--- src/rtl/ps2_host_tx_if.sv ---
// Command handshake between a host controller and the PS/2 host transmitter.
// The controller side uses the master modport; the transmitter uses slave.
interface ps2_host_tx_if;
  logic [7:0] data_in;
  logic       R_I;
  logic       busy;
  logic       R_O;
  logic       ack_error;

  modport master (output data_in, output R_I, input busy, input R_O, input ack_error);
  modport slave  (input data_in, input R_I, output busy, output R_O, output ack_error);
endinterface

--- src/rtl/ps2_host_tx.sv ---
// PS/2 host-to-device transmitter: inhibits the bus, sends one command frame
// clocked by the device, checks the device ack and reports completion.
module ps2_host_tx #(
  parameter int unsigned INHIBIT_CYCLES = 10000,
  parameter int unsigned TIMEOUT_CYCLES = 2000000
) (
  input  logic         clk,
  input  logic         reset,
  ps2_host_tx_if.slave host,
  input  logic         PS2_clk,
  input  logic         PS2_dat,
  output logic         PS2_clk_low,
  output logic         PS2_dat_low
);
  localparam int unsigned INH_W = $clog2(INHIBIT_CYCLES + 1);
  localparam int unsigned TMO_W = $clog2(TIMEOUT_CYCLES + 1);
  localparam logic [INH_W-1:0] INH_LAST = INH_W'(INHIBIT_CYCLES - 1);
  localparam logic [TMO_W-1:0] TMO_LAST = TMO_W'(TIMEOUT_CYCLES - 1);

  typedef enum logic [2:0] {
    S_IDLE      = 3'd0,
    S_INHIBIT   = 3'd1,
    S_START     = 3'd2,
    S_SEND      = 3'd3,
    S_ACK       = 3'd4,
    S_WAIT_IDLE = 3'd5,
    S_DONE      = 3'd6
  } state_t;

  function automatic logic odd_parity(input logic [7:0] d);
    return ~^d;
  endfunction

  state_t           state_r, state_s;
  logic [8:0]       shift_r, shift_s;
  logic [INH_W-1:0] inh_cnt_r, inh_cnt_s;
  logic [TMO_W-1:0] tmo_cnt_r, tmo_cnt_s;
  logic [3:0]       edge_cnt_r, edge_cnt_s;
  logic             busy_r, busy_s;
  logic             r_o_r, r_o_s;
  logic             ack_error_r, ack_error_s;
  logic             clk_low_r, clk_low_s;
  logic             dat_low_r, dat_low_s;
  logic             clk_meta_r, clk_sync_r, clk_prev_r;
  logic             dat_meta_r, dat_sync_r;
  logic             fe_s;
  logic             tmo_hit_s;

  assign fe_s = clk_prev_r & ~clk_sync_r;
  assign tmo_hit_s = (tmo_cnt_r == TMO_LAST);

  assign host.busy      = busy_r;
  assign host.R_O       = r_o_r;
  assign host.ack_error = ack_error_r;
  assign PS2_clk_low    = clk_low_r;
  assign PS2_dat_low    = dat_low_r;

  // Pin synchronizers and falling-edge history, idle-bus value is high.
  always_ff @(posedge clk or negedge reset) begin
    if (!reset) begin
      clk_meta_r <= 1'b1;
      clk_sync_r <= 1'b1;
      clk_prev_r <= 1'b1;
      dat_meta_r <= 1'b1;
      dat_sync_r <= 1'b1;
    end else begin
      clk_meta_r <= PS2_clk;
      clk_sync_r <= clk_meta_r;
      clk_prev_r <= clk_sync_r;
      dat_meta_r <= PS2_dat;
      dat_sync_r <= dat_meta_r;
    end
  end

  // State, datapath and registered outputs.
  always_ff @(posedge clk or negedge reset) begin
    if (!reset) begin
      state_r     <= S_IDLE;
      shift_r     <= 9'd0;
      inh_cnt_r   <= '0;
      tmo_cnt_r   <= '0;
      edge_cnt_r  <= 4'd0;
      busy_r      <= 1'b0;
      r_o_r       <= 1'b0;
      ack_error_r <= 1'b0;
      clk_low_r   <= 1'b0;
      dat_low_r   <= 1'b0;
    end else begin
      state_r     <= state_s;
      shift_r     <= shift_s;
      inh_cnt_r   <= inh_cnt_s;
      tmo_cnt_r   <= tmo_cnt_s;
      edge_cnt_r  <= edge_cnt_s;
      busy_r      <= busy_s;
      r_o_r       <= r_o_s;
      ack_error_r <= ack_error_s;
      clk_low_r   <= clk_low_s;
      dat_low_r   <= dat_low_s;
    end
  end

  // Next-state and next-output logic; line controls are computed one cycle ahead.
  always_comb begin
    state_s     = state_r;
    shift_s     = shift_r;
    inh_cnt_s   = inh_cnt_r;
    tmo_cnt_s   = tmo_cnt_r;
    edge_cnt_s  = edge_cnt_r;
    busy_s      = busy_r;
    r_o_s       = 1'b0;
    ack_error_s = ack_error_r;
    clk_low_s   = clk_low_r;
    dat_low_s   = dat_low_r;
    case (state_r)
      S_IDLE: begin
        if (host.R_I) begin
          shift_s     = {odd_parity(host.data_in), host.data_in};
          ack_error_s = 1'b0;
          busy_s      = 1'b1;
          inh_cnt_s   = '0;
          clk_low_s   = 1'b1;
          dat_low_s   = (INH_LAST == '0);
          state_s     = S_INHIBIT;
        end else begin
          state_s = S_IDLE;
        end
      end
      S_INHIBIT: begin
        // Data is pulled low during the final inhibit cycle so the start bit is already set up.
        if (inh_cnt_r == INH_LAST) begin
          clk_low_s = 1'b0;
          dat_low_s = 1'b1;
          tmo_cnt_s = '0;
          state_s   = S_START;
        end else begin
          inh_cnt_s = inh_cnt_r + INH_W'(1);
          dat_low_s = (inh_cnt_s == INH_LAST);
        end
      end
      S_START, S_SEND, S_ACK, S_WAIT_IDLE: begin
        if (tmo_hit_s) begin
          clk_low_s   = 1'b0;
          dat_low_s   = 1'b0;
          ack_error_s = 1'b1;
          busy_s      = 1'b0;
          r_o_s       = 1'b1;
          state_s     = S_DONE;
        end else begin
          tmo_cnt_s = tmo_cnt_r + TMO_W'(1);
          case (state_r)
            S_START: begin
              if (fe_s) begin
                dat_low_s  = ~shift_r[0];
                shift_s    = {1'b0, shift_r[8:1]};
                edge_cnt_s = 4'd1;
                state_s    = S_SEND;
              end else begin
                state_s = S_START;
              end
            end
            S_SEND: begin
              // Edges 2..9 shift out d1..d7 and parity; edge 10 releases data for the stop bit.
              if (fe_s && (edge_cnt_r == 4'd9)) begin
                dat_low_s  = 1'b0;
                edge_cnt_s = 4'd10;
                state_s    = S_ACK;
              end else if (fe_s) begin
                dat_low_s  = ~shift_r[0];
                shift_s    = {1'b0, shift_r[8:1]};
                edge_cnt_s = edge_cnt_r + 4'd1;
              end else begin
                state_s = S_SEND;
              end
            end
            S_ACK: begin
              if (fe_s) begin
                ack_error_s = dat_sync_r;
                edge_cnt_s  = 4'd11;
                state_s     = S_WAIT_IDLE;
              end else begin
                state_s = S_ACK;
              end
            end
            S_WAIT_IDLE: begin
              if (clk_sync_r && dat_sync_r) begin
                busy_s  = 1'b0;
                r_o_s   = 1'b1;
                state_s = S_DONE;
              end else begin
                state_s = S_WAIT_IDLE;
              end
            end
            default: begin
              state_s = S_IDLE;
            end
          endcase
        end
      end
      S_DONE: begin
        state_s = S_IDLE;
      end
      default: begin
        clk_low_s = 1'b0;
        dat_low_s = 1'b0;
        busy_s    = 1'b0;
        state_s   = S_IDLE;
      end
    endcase
  end
endmodule

--- src/flat_wrapper.sv ---
// flat-port wrapper written by rule: the top's interface ports become plain ports
module ps2_host_tx_flat 
#(
  parameter int unsigned INHIBIT_CYCLES = 10000,
  parameter int unsigned TIMEOUT_CYCLES = 2000000
)
  (clk, reset, PS2_clk, PS2_dat, PS2_clk_low, PS2_dat_low, host_data_in, host_R_I, host_busy, host_R_O, host_ack_error);
  ps2_host_tx_if host_i ();
  input  logic clk;
  input  logic reset;
  input  logic PS2_clk;
  input  logic PS2_dat;
  output logic PS2_clk_low;
  output logic PS2_dat_low;
  input wire logic [$bits(host_i.data_in)-1:0] host_data_in;
  input wire logic [$bits(host_i.R_I)-1:0] host_R_I;
  output wire logic [$bits(host_i.busy)-1:0] host_busy;
  output wire logic [$bits(host_i.R_O)-1:0] host_R_O;
  output wire logic [$bits(host_i.ack_error)-1:0] host_ack_error;
  assign host_i.data_in = host_data_in;
  assign host_i.R_I = host_R_I;
  assign host_busy = host_i.busy;
  assign host_R_O = host_i.R_O;
  assign host_ack_error = host_i.ack_error;
  ps2_host_tx #(.INHIBIT_CYCLES(INHIBIT_CYCLES), .TIMEOUT_CYCLES(TIMEOUT_CYCLES)) u_core (.clk(clk), .reset(reset), .host(host_i), .PS2_clk(PS2_clk), .PS2_dat(PS2_dat), .PS2_clk_low(PS2_clk_low), .PS2_dat_low(PS2_dat_low));
endmodule
--- config.mk ---
export PLATFORM = sky130hd
export DESIGN_NAME = ps2_host_tx_flat
export DESIGN_NICKNAME = d
export VERILOG_FILES = /design/src/rtl/ps2_host_tx_if.sv /design/src/rtl/ps2_host_tx.sv /design/src/flat_wrapper.sv
export SDC_FILE = /design/constraint.sdc
export NUM_CORES = 1
export LEC_CHECK = 0
export BUFFER_PORTS_ARGS = -buffer_cell sky130_fd_sc_hd__clkbuf_2
export CAP_MARGIN = 20
export CORE_MARGIN = 2
export CORE_UTILIZATION = 61
export CTS_BUF_LIST = sky130_fd_sc_hd__clkbuf_16
export DETAILED_ROUTE_END_ITERATION = 7
export PLACE_DENSITY = 0.85
export SYNTH_ARGS = -nofsm -noshare
export SYNTH_HDL_FRONTEND = slang
export SYNTH_SLANG_ARGS = --single-unit
--- constraint.sdc ---
create_clock -name clk -period 6.6 [get_ports clk]
set_input_delay 1.32 -clock clk [delete_from_list [all_inputs] [get_ports clk]]
set_output_delay 1.32 -clock clk [all_outputs]
set_load 0.01 [all_outputs]
==> results.py, run 1 <==
metrics = {
    "clock_tree": {
        "cts_root_buffer": "clkbuf_16",
        "cts_resized": 0,
        "clock_path_buffers": 2,
        "htreeDepth": 3,
        "tritoncts.num_buffers": 9,
        "path_clk_slew_ps": 60,
        "cts_num_sinks": 61,
        "post_cts_buffers": 0,
        "hold_buffers": 0,
        "tritoncts": "yes",
        "clkLatencyLatePin_ps": 330,
    },
    "yosys": {
        "yosysSeqAreaShare": 0.4218,
        "synth_seq_cells": 61,
        "synth_cell_types": 62,
        "synthArstFlopShare": 1.000,
        "synth-edff-count": 0,
        "yosys.area.top_type": "dfrtp_1",
        "synth_top_cell_area_share": 0.3857,
        "ys_top_cells_by_area": "dfrtp_1 39%, o21ai_0 6.2%, nand2_1 6.1%, dfstp_2 3.6%, mux2_2 2.8%",
        "syn_nets": 427,
        "synth_flop_cell": "dfrtp_1",
        "synth_area_um2": 3633,
        "synth_most_common_cell": "nand2_1",
        "syn_inst": 409,
        "ys.warnings.count": 0,
        "synth_common_cells": "59 x nand2_1, 56 x dfrtp_1, 45 x o21ai_0, 20 x a21oi_1, 17 x nor2_1",
        "avgSynthCellArea_um2": 8.884,
    },
    "worst_setup_path": {
        "path_buf_inv": 0,
        "crit_fanout": 16,
        "startpoint_type": "flip-flop",
        "path_cells": "or4_4 > nor4_4 > nand2b_1 > o21ai_0 > mux2_2",
        "worstPathRequired_ps": 6810,
        "cp.arrival_ps": 3240,
        "critical_path.slowest_cell": "nor4_4",
        "cp-end-kind": "flip-flop",
        "path_delay_family": "simple AND/OR/NAND/NOR gates",
        "worstSetupPathType": "reg2reg",
        "max_stage_delay_ps": 810,
    },
    "global_routing": {
        "antenna_found_initial": 0,
        "grt_max_degree": 62,
        "grt_pass1_wl_mm": 14.44,
        "grt_pass1_vias": 3021,
        "grt_overflow": 0,
        "track_usage": 0.2859,
    },
    "routing": {
        "finalWirelength_mm": 8.778,
        "drt-pass1-iter-count": 5,
        "drc": 0,
        "vias": 3261,
        "viasPerCell": 6.535,
        "wl_per_cell_um": 17.59,
        "drt_iter0_markers": 281,
        "ant_nets": 0,
    },
    "floorplan": {
        "core_um2": 5851,
        "die_area_um2": 6590,
        "rows": 28,
        "start_util": 0.6210,
        "pin_count": 18,
        "die_h_um": 81.18,
        "chipWidth_um": 81.18,
    },
    "power_and_ir_drop": {
        "p_leak_nw": 1.700,
        "p_per_area_nw_per_um2": 240.9,
        "irDropWorstVdd_mv": 0.2053,
    },
    "placement": {
        "dp_hpwl_mm": 5.615,
        "place_ws_ps": 3609,
        "finalWeightedCongestion": 0.9323,
        "numPortBuffers": 17,
    },
    "timing": {
        "hold_viol_final": 0,
        "setup_viol": 0,
        "worst_slew_pin_slew_ps": 885.9,
        "period_share": 0.4594,
        "rsz0062_at_grt": "no",
        "tns_ps": 0,
        "slew-limit-headroom": 0.4050,
        "finalCriticalPeriod_ps": 3032,
        "finalWorstSetupSlack_ps": 3568,
        "fmax_mhz": 329.8,
        "drv_slew": 0,
        "skew_ps": 7.859,
    },
    "finish": {
        "n_antenna_cell": 0,
        "drive_above_1_share": 0.1344,
        "num-fill-cells": 444,
        "syn_to_final_growth_pct": 12.88,
        "final_nets": 437,
    },
    "flow_run": {
        "maxCapViolCount": 0,
    },
    "run_status": {
        "status": "complete, no violations",
    },
    "min_path": {
        "hold_path_class": "reg2reg",
    },
}
per-stage QoR:
step | util | power (mW) | std cells | hold WS [ps] | cell area, um^2
after floorplan | - | 0.4018 | 409 | 345.2 | 3633
after global placement | 0.6390 | 0.4164 | 483 | 345.9 | 3739
after detailed placement | 0.6390 | 0.4176 | 483 | 347.2 | 3739
after CTS | 0.7010 | 0.9927 | 499 | 357.1 | 4101
after global routing | 0.7010 | 1.014 | 499 | 359.4 | 4101
final | 0.7010 | 0.9879 | 499 | 354.7 | 4101
sequential cells by signal, summed over array words and instances, names as in the netlist:
| signal | cells |
|---|---|
| u_core.dat_meta_r | 1 |
| u_core.inh_cnt_r | 14 |
| u_core.clk_sync_r | 1 |
| u_core.host.ack_error | 1 |
| u_core.clk_meta_r | 1 |
| u_core.state_r | 3 |
| u_core.clk_prev_r | 1 |
| u_core.host.busy | 1 |
| u_core.edge_cnt_r | 4 |
| u_core.dat_sync_r | 1 |
| u_core.tmo_cnt_r | 21 |
| u_core.PS2_clk_low | 1 |
| u_core.PS2_dat_low | 1 |
| u_core.shift_r | 9 |
| u_core.host.R_O | 1 |
placed cells by master, fill, tap and decap left out, types with 3 or more instances in the layout:
cell type	Yosys	layout
a31oi_1	3	3
nand2_1	59	59
o21ai_0	45	45
dfstp_2	5	5
xor2_1	6	6
and3_1	4	4
a21o_1	3	3
nor2b_1	6	6
clkbuf_2	0	17
nor2_1	17	17
nand3_1	16	16
nand4_1	6	6
a21oi_1	20	20
o211ai_1	5	5
o21a_1	3	3
nor4b_1	4	4
nand2b_1	10	10
a211oi_1	6	6
clkbuf_16	0	9
and4_1	6	6
inv_1	10	10
mux2i_1	5	5
or3_1	11	11
ha_1	5	5
xnor2_1	9	9
nor3_1	15	15
mux2_2	9	9
a41oi_1	3	3
dfrtp_1	56	56
nor4_1	3	3
bufinv_16	0	4
layer usage:
metal,track usage,part of all wire,routed length [um]
met1,0.3809,0.42,3729
met2,0.4678,0.50,4349
met3,0.04889,0.062,541
met4,0.1068,0.018,158
met5,0,0,0
report_power, final:
group	internal, mW	switching (mW)
combinational	0.0115	0.0171
sequential	0.380	0.00261
clock	0.405	0.171
worst paths after layout:
check / startpoint / end / slack [ps] / cells past startpoint
worst min-delay path: u_core.clk_meta_r / u_core.clk_sync_r / 350 / 0
min in group asynchronous: reset / u_core.state_r[0] / 1140 / 2
worst min register to register: u_core.clk_meta_r / u_core.clk_sync_r / 350 / 0
worst max-delay path: u_core.inh_cnt_r[4] / u_core.tmo_cnt_r[0] / 3570 / 5
worst max register to register: u_core.inh_cnt_r[4] / u_core.tmo_cnt_r[0] / 3570 / 5
max in group asynchronous: reset / u_core.state_r[2] / 4920 / 2
cell type report:
type,count,area (um^2),share of cell area
Multi-Input combinational cell,319,1982,0.4832
Timing Repair Buffer,18,92.59,0.02257
Tap cell,75,93.84,0.02288
Inverter,10,37.54,0.009152
Sequential cell,61,1533,0.3737
Clock buffer,9,225.2,0.05491
Clock inverter,7,137.6,0.03356
logic make-up after synthesis:
logic type	count (synthesis)	synth area share
AO/OA/AOI/OAI	113	0.1987
XOR/XNOR	15	0.03616
adder cells (fa/ha/maj)	6	0.01997
buffers and inverters	29	0.03272
flip-flops	61	0.4218
multiplexers	14	0.04167
AND/OR/NAND/NOR	171	0.2490
worst register-to-register path: cells and delay by family, from the launching register on:
kind | cells | cell delay, ps
DFF | 1 | 440
muxes | 1 | 300
and+or+nand+nor | 3 | 1950
AOI/OAI and AO/OA | 1 | 220
(Power assumes the default switching activity.)
==> run 2, diff against run 1 <==
Clock period 6.6 ns to 2.95 ns, I/O delays scaled along.
==> run 2 against run 1 <==
  * Global-route usage decreased by 0.70 points
  * Sequential share of layout area shrank 0.25 points
  * Non-clock buffer count grew 11
  * First-iteration DRC count down 23%
  * Count of clock-buffer cells in the layout unchanged
  * Worst setup slack worse by 3200 ps
  * Critical path type unchanged
  * Critical endpoint is now u_core.tmo_cnt_r[4]
==> results.py, run 2 (synthesis gave the netlist of run 1 again) <==
metrics = {
    "floorplan": {
        "die_h_um": 81.18,
        "core_um2": 5851,
        "rows": 28,
        "chipWidth_um": 81.18,
        "die_area_um2": 6590,
        "start_util": 0.6210,
        "pin_count": 18,
    },
    "clock_tree": {
        "cts_root_buffer": "clkbuf_16",
        "path_clk_slew_ps": 50,
        "htreeDepth": 3,
        "cts_num_sinks": 61,
        "clkLatencyLatePin_ps": 330,
        "post_cts_buffers": 0,
        "tritoncts": "yes",
        "cts_resized": 0,
        "clock_path_buffers": 2,
        "tritoncts.num_buffers": 9,
        "hold_buffers": 0,
    },
    "routing": {
        "drc": 0,
        "drt-pass1-iter-count": 6,
        "ant_nets": 0,
        "vias": 3263,
        "viasPerCell": 6.398,
        "drt_iter0_markers": 216,
        "wl_per_cell_um": 16.56,
        "finalWirelength_mm": 8.445,
    },
    "worst_setup_path": {
        "cp.arrival_ps": 2800,
        "ff2ff_setup_slack_ps": 400,
        "cp-end-kind": "flip-flop",
        "max_stage_delay_ps": 610,
        "critical_path.slowest_cell": "nor4_4",
        "path_cells": "ha_1 > nand3_1 > nor4_4 > o21ai_0 > a211oi_1 > mux2i_1",
        "worstPathRequired_ps": 3200,
        "path_buf_inv": 0,
        "worstSetupPathType": "reg2reg",
        "crit_fanout": 10,
        "startpoint_type": "flip-flop",
        "path_delay_family": "simple AND/OR/NAND/NOR gates",
    },
    "timing": {
        "slew-limit-headroom": 0.4853,
        "tns_ps": 0,
        "drv_slew": 0,
        "fmax_mhz": 392.3,
        "setup_viol": 0,
        "rsz0062_at_grt": "no",
        "period_share": 0.8642,
        "skew_ps": 5.746,
        "hold_viol_final": 0,
        "worst_slew_pin_slew_ps": 772.1,
        "finalCriticalPeriod_ps": 2549,
    },
    "global_routing": {
        "grt_overflow": 0,
        "antenna_found_initial": 0,
        "grt_pass1_wl_mm": 14.22,
        "grt_pass1_vias": 3033,
        "track_usage": 0.2789,
        "grt_max_degree": 62,
    },
    "finish": {
        "max_flop_register": "u_core.tmo_cnt_r",
        "final_common_cell": "nand2_1",
        "n_antenna_cell": 0,
        "final_nets": 448,
        "num-fill-cells": 439,
        "final_cell_mix": "59 x nand2_1, 56 x dfrtp_1, 45 x o21ai_0, 20 x a21oi_1",
        "largest_reg_flops": 21,
        "syn_to_final_growth_pct": 13.64,
        "multi_input_area_um2": 1982,
        "fin_util": 0.7057,
        "drive_above_1_share": 0.1540,
        "regArea_um2": 1533,
        "top_regs": "u_core.tmo_cnt_r (21), u_core.inh_cnt_r (14), u_core.shift_r (9)",
    },
    "power_and_ir_drop": {
        "p_per_area_nw_per_um2": 486.0,
        "irDropWorstVdd_mv": 0.3485,
        "p_leak_nw": 1.738,
    },
    "placement": {
        "numPortBuffers": 17,
        "finalWeightedCongestion": 0.9144,
        "dp_hpwl_mm": 5.777,
    },
    "run_status": {
        "status": "complete, no violations",
    },
    "min_path": {
        "hold_path_class": "in2reg",
    },
    "flow_run": {
        "maxCapViolCount": 0,
    },
}
run 2: where the power goes:
part           switching (mW)  total, mW  leakage (nW)  internal (mW)
registers             0.00591      0.856         0.778          0.851
clock network           0.360       1.09         0.158          0.727
logic                  0.0372     0.0630         0.802         0.0258
total                   0.403       2.01          1.74           1.60
run 2: path summary, 6_finish.rpt:
path | startpoint | cells past startpoint | to
min in group asynchronous | reset | 2 | u_core.state_r[2]
min reg2reg | u_core.dat_meta_r | 0 | u_core.dat_sync_r
max reg2reg | u_core.inh_cnt_r[1] | 6 | u_core.tmo_cnt_r[4]
min | PS2_clk | 1 | u_core.clk_meta_r
max in group asynchronous | reset | 2 | u_core.shift_r[4]
max | u_core.inh_cnt_r[1] | 6 | u_core.tmo_cnt_r[4]
run 2: area by class of cell:
class                      instances  share of cell area
multi-input combinational        319              0.4800
sequential                        61              0.3712
clock buffer                       9             0.05455
timing repair buffer              29             0.04242
tap                               75             0.02273
clock inverter                     7             0.02000
inverter                          10            0.009091
run 2: metal layers:
metal / GRT usage / vias up / share of wire
met5: 0 / - / 0
met4: 0.1034 / 0 / 0.019
met3: 0.05667 / 17 / 0.058
met2: 0.4438 / 128 / 0.48
met1: 0.3776 / 1563 / 0.44
li1: - / 1555 / -
run 2: stage by stage:
step           instances  power [mW]  setup slack (ps)  area (um^2)  hold WS [ps]
4_1_cts              510       2.019             448.5         4129         339.6
2_1_floorplan        409      0.8988             760.2         3633         294.4
3_3_place_gp         494      0.9318             545.9         3821         345.9
6_report             510       2.007             400.8         4129         342.9
3_5_place_dp         494      0.9341             487.7         3821         352.5
5_1_grt              510       2.070             220.0         4129         344.1
==> run 3, diff against run 2 <==
Settings changed: CAP_MARGIN 20 to 40, CORE_UTILIZATION 61 to 55, PLACE_DENSITY 0.85 to 0.8.
==> run 3 against run 2 <==
  * Power fell by 9.1%
  * Combinational power increased by 3.5%
  * Hold slack worse by 42 ps
  * Highest routed layer unchanged
==> results.py, run 3 (synthesis gave the netlist of run 1 again) <==
metrics = {
    "worst_setup_path": {
        "cp.arrival_ps": 2770,
        "cp-end-kind": "flip-flop",
        "crit_end": "u_core.tmo_cnt_r[19]",
        "reg2reg_depth": 6,
        "cp-startpoint": "u_core.inh_cnt_r[4]",
        "ff2ff_setup_slack_ps": 430,
        "startpoint_type": "flip-flop",
        "crit_fanout": 12,
        "worstSetupPathType": "reg2reg",
        "r2r-end": "u_core.tmo_cnt_r[19]",
        "worstPathRequired_ps": 3200,
        "worstReg2RegStart": "u_core.inh_cnt_r[4]",
    },
    "finish": {
        "max_flop_register": "u_core.tmo_cnt_r",
        "top_regs": "u_core.tmo_cnt_r (21), u_core.inh_cnt_r (14), u_core.shift_r (9)",
        "final_common_cell": "nand2_1",
        "n_antenna_cell": 0,
        "num-fill-cells": 527,
        "fin_util": 0.6405,
        "drive_above_1_share": 0.1471,
        "final_nets": 448,
        "largest_reg_flops": 21,
        "syn_to_final_growth_pct": 12.57,
        "final_cell_mix": "59 x nand2_1, 56 x dfrtp_1, 45 x o21ai_0, 20 x a21oi_1",
    },
    "clock_tree": {
        "clock_path_buffers": 2,
        "tritoncts": "yes",
        "clkLatencyLatePin_ps": 330,
        "hold_buffers": 0,
        "cts_root_buffer": "clkbuf_16",
        "htreeDepth": 3,
        "cts_resized": 0,
        "tritoncts.num_buffers": 9,
        "path_clk_slew_ps": 50,
        "cts_num_sinks": 61,
        "post_cts_buffers": 0,
    },
    "global_routing": {
        "grt_pass1_wl_mm": 15.14,
        "antenna_found_initial": 0,
        "grt_pass1_vias": 3156,
        "grt_max_degree": 36,
        "track_usage": 0.2622,
        "grt_overflow": 0,
    },
    "timing": {
        "hold_viol_final": 0,
        "fmax_mhz": 397.5,
        "tns_ps": 0,
        "worst_slew_pin_slew_ps": 738.1,
        "drv_slew": 0,
        "hold_ws_ps": 300.6,
        "period_share": 0.8527,
        "rsz0062_at_grt": "no",
        "finalCriticalPeriod_ps": 2515,
        "setup_viol": 0,
        "skew_ps": 7.250,
        "slew-limit-headroom": 0.5070,
    },
    "routing": {
        "drc": 0,
        "drt-pass1-iter-count": 5,
        "viasPerCell": 6.502,
        "vias": 3329,
        "wl_per_cell_um": 17.07,
        "drt_iter0_markers": 325,
        "ant_nets": 0,
        "finalWirelength_mm": 8.739,
    },
    "floorplan": {
        "rows": 29,
        "start_util": 0.5690,
        "die_h_um": 85.28,
        "core_um2": 6386,
        "die_area_um2": 7273,
        "pin_count": 18,
        "chipWidth_um": 85.28,
    },
    "run_status": {
        "status": "complete, no violations",
    },
    "placement": {
        "dp_hpwl_mm": 5.697,
        "finalWeightedCongestion": 0.9086,
        "numPortBuffers": 17,
    },
    "power_and_ir_drop": {
        "p_leak_nw": 1.722,
        "irDropWorstVdd_mv": 0.4008,
        "p_per_area_nw_per_um2": 445.8,
    },
    "min_path": {
        "hold_path_class": "in2async",
    },
    "flow_run": {
        "maxCapViolCount": 0,
    },
}
==> run 3: how the worst min path moves through the flow <==
stage                 startpoint  cells after the start             endpoint  slack, ps
2_1_floorplan              reset                      0   u_core.PS2_clk_low        290
3_3_place_gp   u_core.dat_meta_r                      0    u_core.dat_sync_r        350
3_5_place_dp   u_core.clk_meta_r                      0    u_core.clk_sync_r        350
4_1_cts                    reset                      1  u_core.inh_cnt_r[8]        320
5_1_grt                  PS2_dat                      1    u_core.dat_meta_r        340
6_report                   reset                      1  u_core.inh_cnt_r[8]        300
==> run 3: metal layers <==
metal  share of wire  up-vias  GRT usage
met5               0        -          0
met1            0.44     1641     0.3561
met2            0.49      128     0.4119
li1                -     1548          -
met3           0.054       12    0.04767
met4           0.015        0     0.1140
==> run 3: worst max-delay path, cell delays in order, from the launching register on <==
cell	delay (ps)
dfrtp_1	450
or4_4	580
nor4_4	420
buf_4	270
o2111ai_2	200
or3_1	390
a21oi_1	140
==> run 3: final cells by class <==
type                            instances  area [um^2]  area share
Multi-Input combinational cell        319         1982      0.4846
Sequential cell                        61         1533      0.3747
Clock buffer                            9        225.2     0.05506
Timing Repair Buffer                   29        187.7     0.04589
Tap cell                               77        96.34     0.02355
Inverter                               10        37.54    0.009177
Clock inverter                          7        28.78    0.007036
==> run 3: report_power, final <==
part           total, mW  switching [mW]  internal [mW]
Sequential         0.856         0.00583          0.851
Clock              0.902           0.353          0.549
Combinational     0.0652          0.0377         0.0275
==> run 3: per-stage QoR <==
| step | cell area [um^2] | power [mW] | cells | setup WS [ps] |
|---|---|---|---|---|
| floorplan | 3633 | 0.8988 | 409 | 760.2 |
| global placement | 3836 | 0.9337 | 496 | 532.2 |
| detailed placement | 3836 | 0.9355 | 496 | 470.2 |
| CTS | 4090 | 1.841 | 512 | 460.5 |
| global route | 4090 | 1.891 | 512 | 218.8 |
| finish | 4090 | 1.823 | 512 | 434.6 |
